`src/rtl/ptp_rx_stamp.sv`:
```
// GMII RX pass-through that recognises fake PTP frames, writes the local receive time into the
// type-specific receive-timestamp field and reports type plus t0..t3 as a single-cycle record.
module ptp_rx_stamp #(
    parameter logic [47:0] PTP_DMAC = 48'h000102030405,
    parameter int          CNT_W    = 32
) (
    input  logic             clk,
    input  logic             rst_n,
    input  logic             gmii_dv_i,
    input  logic [7:0]       gmii_data_i,
    input  logic             gmii_er_i,
    input  logic [15:0]      local_time,
    output logic             gmii_dv_o,
    output logic [7:0]       gmii_data_o,
    output logic             gmii_er_o,
    output logic             ptp_valid_o,
    output logic [1:0]       ptp_type_o,
    output logic [15:0]      ptp_t0_o,
    output logic [15:0]      ptp_t1_o,
    output logic [15:0]      ptp_t2_o,
    output logic [15:0]      ptp_t3_o,
    output logic [CNT_W-1:0] cnt_pkt_o,
    output logic [CNT_W-1:0] cnt_ptp_o
);

    localparam logic [7:0] SFD = 8'hD5;

    typedef enum logic [2:0] {
        IDLE,
        WAIT_SFD,
        DMAC,
        TYPE,
        FIELDS,
        REPORT,
        WAIT_TAIL
    } state_t;

    state_t      state, state_nxt;
    logic [3:0]  bcnt, bcnt_nxt;
    logic [15:0] rx_time;
    logic [1:0]  ptp_type;
    logic [15:0] t0, t1, t2, t3;
    logic        rx_armed;
    logic [7:0]  dmac_byte;
    logic [7:0]  rx_byte;
    logic        start, type_we, field_we, report, stamp_en;

    always_comb begin
        case (bcnt)
            4'd0:    dmac_byte = PTP_DMAC[47:40];
            4'd1:    dmac_byte = PTP_DMAC[39:32];
            4'd2:    dmac_byte = PTP_DMAC[31:24];
            4'd3:    dmac_byte = PTP_DMAC[23:16];
            4'd4:    dmac_byte = PTP_DMAC[15:8];
            default: dmac_byte = PTP_DMAC[7:0];
        endcase
    end

    // In FIELDS bcnt 3,4 are offsets 10,11 and bcnt 7,8 are offsets 14,15; odd counts carry the high byte.
    always_comb begin
        state_nxt = state;
        bcnt_nxt  = bcnt;
        start     = 1'b0;
        type_we   = 1'b0;
        field_we  = 1'b0;
        report    = 1'b0;
        stamp_en  = 1'b0;
        case (state)
            IDLE: begin
                if (gmii_dv_i && rx_armed) begin
                    start     = 1'b1;
                    state_nxt = WAIT_SFD;
                end
            end
            WAIT_SFD: begin
                if (!gmii_dv_i) begin
                    state_nxt = IDLE;
                end else if (gmii_data_i == SFD) begin
                    state_nxt = DMAC;
                    bcnt_nxt  = 4'd0;
                end
            end
            DMAC: begin
                if (!gmii_dv_i) begin
                    state_nxt = IDLE;
                end else if (gmii_er_i || gmii_data_i != dmac_byte) begin
                    state_nxt = WAIT_TAIL;
                end else if (bcnt == 4'd5) begin
                    state_nxt = TYPE;
                end else begin
                    bcnt_nxt = bcnt + 4'd1;
                end
            end
            TYPE: begin
                if (!gmii_dv_i) begin
                    state_nxt = IDLE;
                end else if (gmii_er_i) begin
                    state_nxt = WAIT_TAIL;
                end else begin
                    type_we   = 1'b1;
                    state_nxt = FIELDS;
                    bcnt_nxt  = 4'd0;
                end
            end
            FIELDS: begin
                if (!gmii_dv_i) begin
                    state_nxt = IDLE;
                end else if (gmii_er_i) begin
                    state_nxt = WAIT_TAIL;
                end else begin
                    field_we = 1'b1;
                    stamp_en = (ptp_type == 2'd1 && (bcnt == 4'd3 || bcnt == 4'd4)) ||
                               (ptp_type == 2'd2 && (bcnt == 4'd7 || bcnt == 4'd8));
                    if (bcnt == 4'd8) begin
                        state_nxt = REPORT;
                    end else begin
                        bcnt_nxt = bcnt + 4'd1;
                    end
                end
            end
            REPORT: begin
                if (!gmii_dv_i) begin
                    state_nxt = IDLE;
                end else begin
                    report    = 1'b1;
                    state_nxt = WAIT_TAIL;
                end
            end
            WAIT_TAIL: begin
                if (!gmii_dv_i) begin
                    state_nxt = IDLE;
                end
            end
            default: state_nxt = IDLE;
        endcase
    end

    assign rx_byte = stamp_en ? (bcnt[0] ? rx_time[15:8] : rx_time[7:0]) : gmii_data_i;

    // rx_armed stays low after reset until dv is seen low, so a frame cut by reset is ignored entirely.
    always_ff @(posedge clk or negedge rst_n) begin
        if (!rst_n) begin
            state       <= IDLE;
            bcnt        <= 4'd0;
            rx_time     <= 16'd0;
            ptp_type    <= 2'd0;
            t0          <= 16'd0;
            t1          <= 16'd0;
            t2          <= 16'd0;
            t3          <= 16'd0;
            rx_armed    <= 1'b0;
            gmii_dv_o   <= 1'b0;
            gmii_data_o <= 8'd0;
            gmii_er_o   <= 1'b0;
            ptp_valid_o <= 1'b0;
            ptp_type_o  <= 2'd0;
            ptp_t0_o    <= 16'd0;
            ptp_t1_o    <= 16'd0;
            ptp_t2_o    <= 16'd0;
            ptp_t3_o    <= 16'd0;
            cnt_pkt_o   <= '0;
            cnt_ptp_o   <= '0;
        end else begin
            state       <= state_nxt;
            bcnt        <= bcnt_nxt;
            rx_armed    <= rx_armed | ~gmii_dv_i;
            gmii_dv_o   <= gmii_dv_i & rx_armed;
            gmii_er_o   <= gmii_er_i & rx_armed;
            gmii_data_o <= rx_armed ? rx_byte : 8'd0;
            ptp_valid_o <= report;
            if (start) begin
                rx_time   <= local_time;
                cnt_pkt_o <= cnt_pkt_o + CNT_W'(1);
            end
            if (type_we) begin
                ptp_type <= gmii_data_i[1:0];
            end
            if (field_we) begin
                case (bcnt)
                    4'd1, 4'd2: t0 <= {t0[7:0], rx_byte};
                    4'd3, 4'd4: t1 <= {t1[7:0], rx_byte};
                    4'd5, 4'd6: t2 <= {t2[7:0], rx_byte};
                    4'd7, 4'd8: t3 <= {t3[7:0], rx_byte};
                    default: ;
                endcase
            end
            if (report) begin
                ptp_type_o <= ptp_type;
                ptp_t0_o   <= t0;
                ptp_t1_o   <= t1;
                ptp_t2_o   <= t2;
                ptp_t3_o   <= t3;
                cnt_ptp_o  <= cnt_ptp_o + CNT_W'(1);
            end
        end
    end

endmodule
```
`config.mk`:
```
export PLATFORM = sky130hd
export DESIGN_NAME = ptp_rx_stamp
export DESIGN_NICKNAME = d
export VERILOG_FILES = /design/src/rtl/ptp_rx_stamp.sv
export SDC_FILE = /design/constraint.sdc
export NUM_CORES = 1
export LEC_CHECK = 0
export BUFFER_PORTS_ARGS = -buffer_cell sky130_fd_sc_hd__buf_2
export CORE_MARGIN = 4
export CORE_UTILIZATION = 55
export DETAILED_ROUTE_END_ITERATION = 8
export HOLD_SLACK_MARGIN = 0.06
export PLACE_DENSITY = 0.85
export SETUP_SLACK_MARGIN = 0.4
export SLEW_MARGIN = 10
export SYNTH_ARGS = -nofsm -noshare
export SYNTH_HDL_FRONTEND = slang
export SYNTH_SLANG_ARGS = --single-unit
```
`constraint.sdc`:
```
create_clock -name clk -period 4.1 [get_ports clk]
set_input_delay 0.82 -clock clk [delete_from_list [all_inputs] [get_ports clk]]
set_output_delay 0.82 -clock clk [all_outputs]
set_load 0.1 [all_outputs]
```
# [Word level (Yosys, flattened, before mapping)]
# Cells that the tools add are included.
[word_totals] output_inout_bits=141 register_bits=231
[op_classes] eq_ne=33 add_sub_neg=3 muxes=40 n_reduce_logical=20 bitwise_logic=4
[ops] op="adder 32 x 1 -> 32 bit (second input constant)" count=2
[ops] op="2-to-1 mux 4 bit" count=10
[ops] op="2-to-1 mux 3 bit" count=12
[ops] op="2-to-1 mux 8 bit" count=3
[ops] op="inequality test 2 bit (second input constant)" count=12
[ops] op="one-hot mux 3 bit (7 select lines)" count=1
[ops] op="== test 4 x 3 -> 1 bit (second input constant)" count=4
[ops] op="one-hot mux 4 bit (4 select lines)" count=1
[ops] op="one-hot mux 3 bit (5 select lines)" count=1
[ops] op="2-to-1 mux 1 bit" count=11
[ops] op="AND reduction 11 bit" count=1
[ops] op="== test 3 bit (second input constant)" count=3
[ops] op="== test 4 x 2 -> 1 bit (second input constant)" count=2
[ops] op="== test 8 bit (second input constant)" count=1
[ops] op="inequality test 4 bit (second input constant)" count=2
[ops] op="inequality test 8 bit" count=1
[ops] op="AND reduction 2 bit" count=4
[ops] op="OR reduction 2 bit" count=4
[ops] op="== test 3 x 2 -> 1 bit (second input constant)" count=2
[ops] op="AND reduction 5 bit" count=1
[ops] op="adder 4 x 1 -> 4 bit (second input constant)" count=1
[ops] op="== test 4 x 1 -> 1 bit (second input constant)" count=1
[ops] op="== test 4 bit (second input constant)" count=1
[ops] op="logical NOT 4 bit" count=1
[ops] op="other kinds (12)" count=18

# [Longest topological paths before layout]
[depth] ltp_word=9 depth_mapped=11 depth_no_buf=8

# [Worst setup path before layout]
# OpenSTA, ideal clock, no wires.
[synth_timing] path_kind="register to register" startpoint="register bcnt[0]" endpoint="register bcnt[0]" synth_period_minus_slack_ps=2957 setup_time_ps=125 path_stages_with_launch=11 path_slack_ps=1143 n_path_buf=2 t_required_ps=3975 t_arrival_ps=2832 path_cell_list="dfrtp_1 > buf_1 > inv_1 > ha_1 > or3_4 > a2111oi_4 > nor2_1 > or3_1 > buf_2 > a21oi_2 > mux2_2"
[synth_between] elab_chain_len=6 word_cells_on_any_way=22 cone_classes="add/sub (1); eq/ne (10); mux (8); reduce/logical (3)"
[synth_lines] item="from (decl)" line="39" text="logic [3:0] bcnt, bcnt_nxt;"
[synth_lines] item="from (signal assigned)" line="165" text="bcnt <= bcnt_nxt;"
[synth_lines] item="== test 4 x 3 -> 1 bit, or another cell as far along" line="49" text="case (bcnt)"
[synth_lines] item="one-hot mux 3 bit (5 select lines)" line="49"
[synth_lines] item="inequality test 8 bit" line="86" text="end else if (gmii_er_i || gmii_data_i != dmac_byte) begin"
[synth_lines] item="logical OR 1 bit" line="86"
[synth_lines] item="inequality test 2 bit (no source line)"
[synth_lines] item="AND reduction 11 bit (no source line)"
# Several ways; a longest one is shown, not always the timed one. The select of a mux whose other input is x is not followed.
# A chain may end at the register's enable or synchronous reset.

# [Final worst setup path]
# Ends and elaborated chain as after synthesis.

==> flow_summary.ini <==
[clock_tree]
clkTransAtPathRegs_ns = 0.06
cts_sinks = 231
cts.repair.resized = 0
cts_buffers = 24
cts_tree = built
worstSkewPairLatency_ns = 0.52
cts_root_buf = clkbuf_16
ctsHoldBuffers = 0
cts_setup_buffers = 0
cts.path.max_buffers = 3
htreeDepth = 1

[outcome]
outcome = finished, final reports clean

[power_and_ir_drop]
leakagePower_nw = 6.18
power_density_mw_per_mm2 = 627
p_total_mw = 7.20
peakVddDrop_uv = 552

[logic_synthesis]
ys_types = 54
synth_seq_cells = 231
synth_fp_nets = 918
netlist.area_leader.share = 0.599
seq_area_frac_synth = 0.599
yosys_warnings = 0
syn_area_per_cell_sq_um = 10.9
synth.largest_area_cell = dfrtp_1
synth_ff_type = dfrtp_1
yosys-top-cells-area = dfrtp_1 (60%), nand2_1 (10%), mux2_2 (7.0%)
async_flop_share = 1.00
synth_cells = 884
synth_enable_flop_cells = 0
synth_area_sq_mm = 0.00965

[setup_path]
crit_path_cell_trace = inv_1 > ha_1 > or3_4 > a2111oi_4 > nor2_1 > or3_1 > a21oi_2 > mux2_2
slowest_stage = dfrtp_1
crit_arrival_ns = 3.46
cp.depth = 8
cpLargestDelayFamily = simple AND/OR/NAND/NOR gates
required_ns = 4.48
criticalPathCategory = flop to flop
path_max_fanout = 14
slowest_delay_ns = 0.64
critPathBufInv = 1
critPathCaptureType = flop
startpoint_type = flop
reg2reg_depth = 8

[finish]
final_layout_size_suffix_gt1_frac = 0.270
num-fill-cells = 1318
diodes = 0
area_delta_synth_final_pct = 19.0
final_cells = 1290
fin_nets = 1083
multi_input_area_sq_mm = 0.00368
seq_area_sq_mm = 0.00578

[detailed_routing]
vias_per_cell = 5.43
drtIter0Drc = 489
vias = 7010
detail_route.wl_per_cell_um = 16.9
drc_errors = 0
antenna_left = 0
first_pass_iters = 5
wirelength_um = 21800

[floorplan]
rows = 48
fp.dieH_um = 140
dieArea_sq_mm = 0.0197
io_pins = 169
initial_core_util = 0.560
chipWidth_um = 140
core_sq_mm = 0.0172

[sta]
fmax_ghz = 0.325
tightest_slew_ns = 0.839
hold_viol = 0
slew_headroom = 0.441
period_needed_ns = 3.08
fin_crit_sh = 0.751
drv_slew = 0
setup_viol = 0
holdWs_ns = 0.335
final.setup_skew_ns = 0.0305
grt_setup_unrepaired = no
tns_ns = 0
finalWorstSetupSlack_ns = 1.02

[flow_run]
cap_violations = 0

[place]
port_buffers = 168
placedCellCount = 1248
place_congestion = 0.875
post-dp-hpwl_um = 14700
post-place-ws_ns = 0.990

[grt]
grt_pass1_wl_um = 36200
grt_use_total = 0.222
overflow = 0
grt_max_degree = 111
grt_pass1_vias = 6975
antenna_found_initial = 0

[hold_path]
hp-class = input port to async pin
==> synthesized netlist by cell type, drive strengths merged, types with 10 or more instances <==
cell,n
and3,10
and4,12
clkbuf,29
dfrtp,231
inv,12
mux2,60
mux2i,18
nand2,266
nand3,26
nand4,15
nor2,21
nor2b,12
o21ai,35
xnor2,48
xor2,17
==> per-layer routing <==
metal	up-vias	global-route usage	routed length [um]
li1	3274	-	-
met1	3441	0.321	9670
met2	248	0.351	10100
met3	47	0.0379	1450
met4	0	0.0622	559
met5	-	0	0
==> path summary, 6_finish.rpt <==
check | start | end | slack, ns
min in group clk | t0[14] | ptp_t0_o[14] | 0.45
hold reg to reg | t0[14] | ptp_t0_o[14] | 0.45
max in group asynchronous | rst_n | cnt_pkt_o[17] | 2.78
hold / removal | rst_n | cnt_ptp_o[19] | 0.33
setup / recovery | bcnt[0] | bcnt[0] | 1.02
setup reg to reg | bcnt[0] | bcnt[0] | 1.02
==> stage by stage <==
stage               cell area [sq um]  utilization
finish                          11500        0.667
global route                    11500        0.667
CTS                             11500        0.667
detailed placement              10700        0.622
global placement                10700        0.622
floorplan                        9650            -
==> flip-flops by register name, indices dropped and copies added (netlist names), 2 cells and up <==
register	cells
cnt_pkt_o	32
cnt_ptp_o	32
ptp_t0_o	16
ptp_t1_o	16
ptp_t2_o	16
ptp_t3_o	16
rx_time	16
t0	16
t1	16
t2	16
t3	16
gmii_data_o	8
bcnt	4
state	3
ptp_type	2
ptp_type_o	2
==> cells by family (layout without fill, tap and decap cells) <==
logic type      after synthesis  in the layout  share of synthesized area
buf+inv                      49            230                     0.0198
flops                       231            231                      0.599
mux                          78             78                     0.0886
simple gates                392            392                      0.182
xor+xnor                     65             65                     0.0590
fa+ha+maj                     6              6                    0.00778
compound gates               63             63                     0.0437
==> where the power goes <==
group	switching [mW]	leakage, nW	internal (mW)
logic	1.59	2.66	0.551
registers	0.318	3.13	2.63
clock network	0.886	0.390	1.22
total	2.80	6.18	4.40
==> cells in the final DEF (no fill, tap or decap), types with 18 or more instances in the layout <==
master | synthesis | final
mux2i_1 | 18 | 18
clkbuf_16 | 0 | 24
dfrtp_1 | 231 | 231
o21ai_0 | 34 | 34
nor2_1 | 21 | 21
nand2_1 | 266 | 266
buf_2 | 6 | 167
mux2_2 | 60 | 60
nand3_1 | 26 | 26
xnor2_1 | 48 | 48
==> worst reg2reg max path, stage by stage (launching register included) <==
cell	delay, ns
dfrtp_1	0.64
inv_1	0.14
ha_1	0.29
or3_4	0.42
a2111oi_4	0.37
nor2_1	0.08
or3_1	0.45
a21oi_2	0.23
mux2_2	0.35
==> final cells by class <==
class | count | area share
Clock buffer | 34 | 0.0625
Tap cell | 225 | 0.0245
Multi-Input combinational cell | 604 | 0.321
Inverter | 12 | 0.00392
Clock inverter | 8 | 0.00512
Sequential cell | 231 | 0.503
Timing Repair Buffer | 176 | 0.0804
No activity file was read; power rests on OpenSTA's default activity.
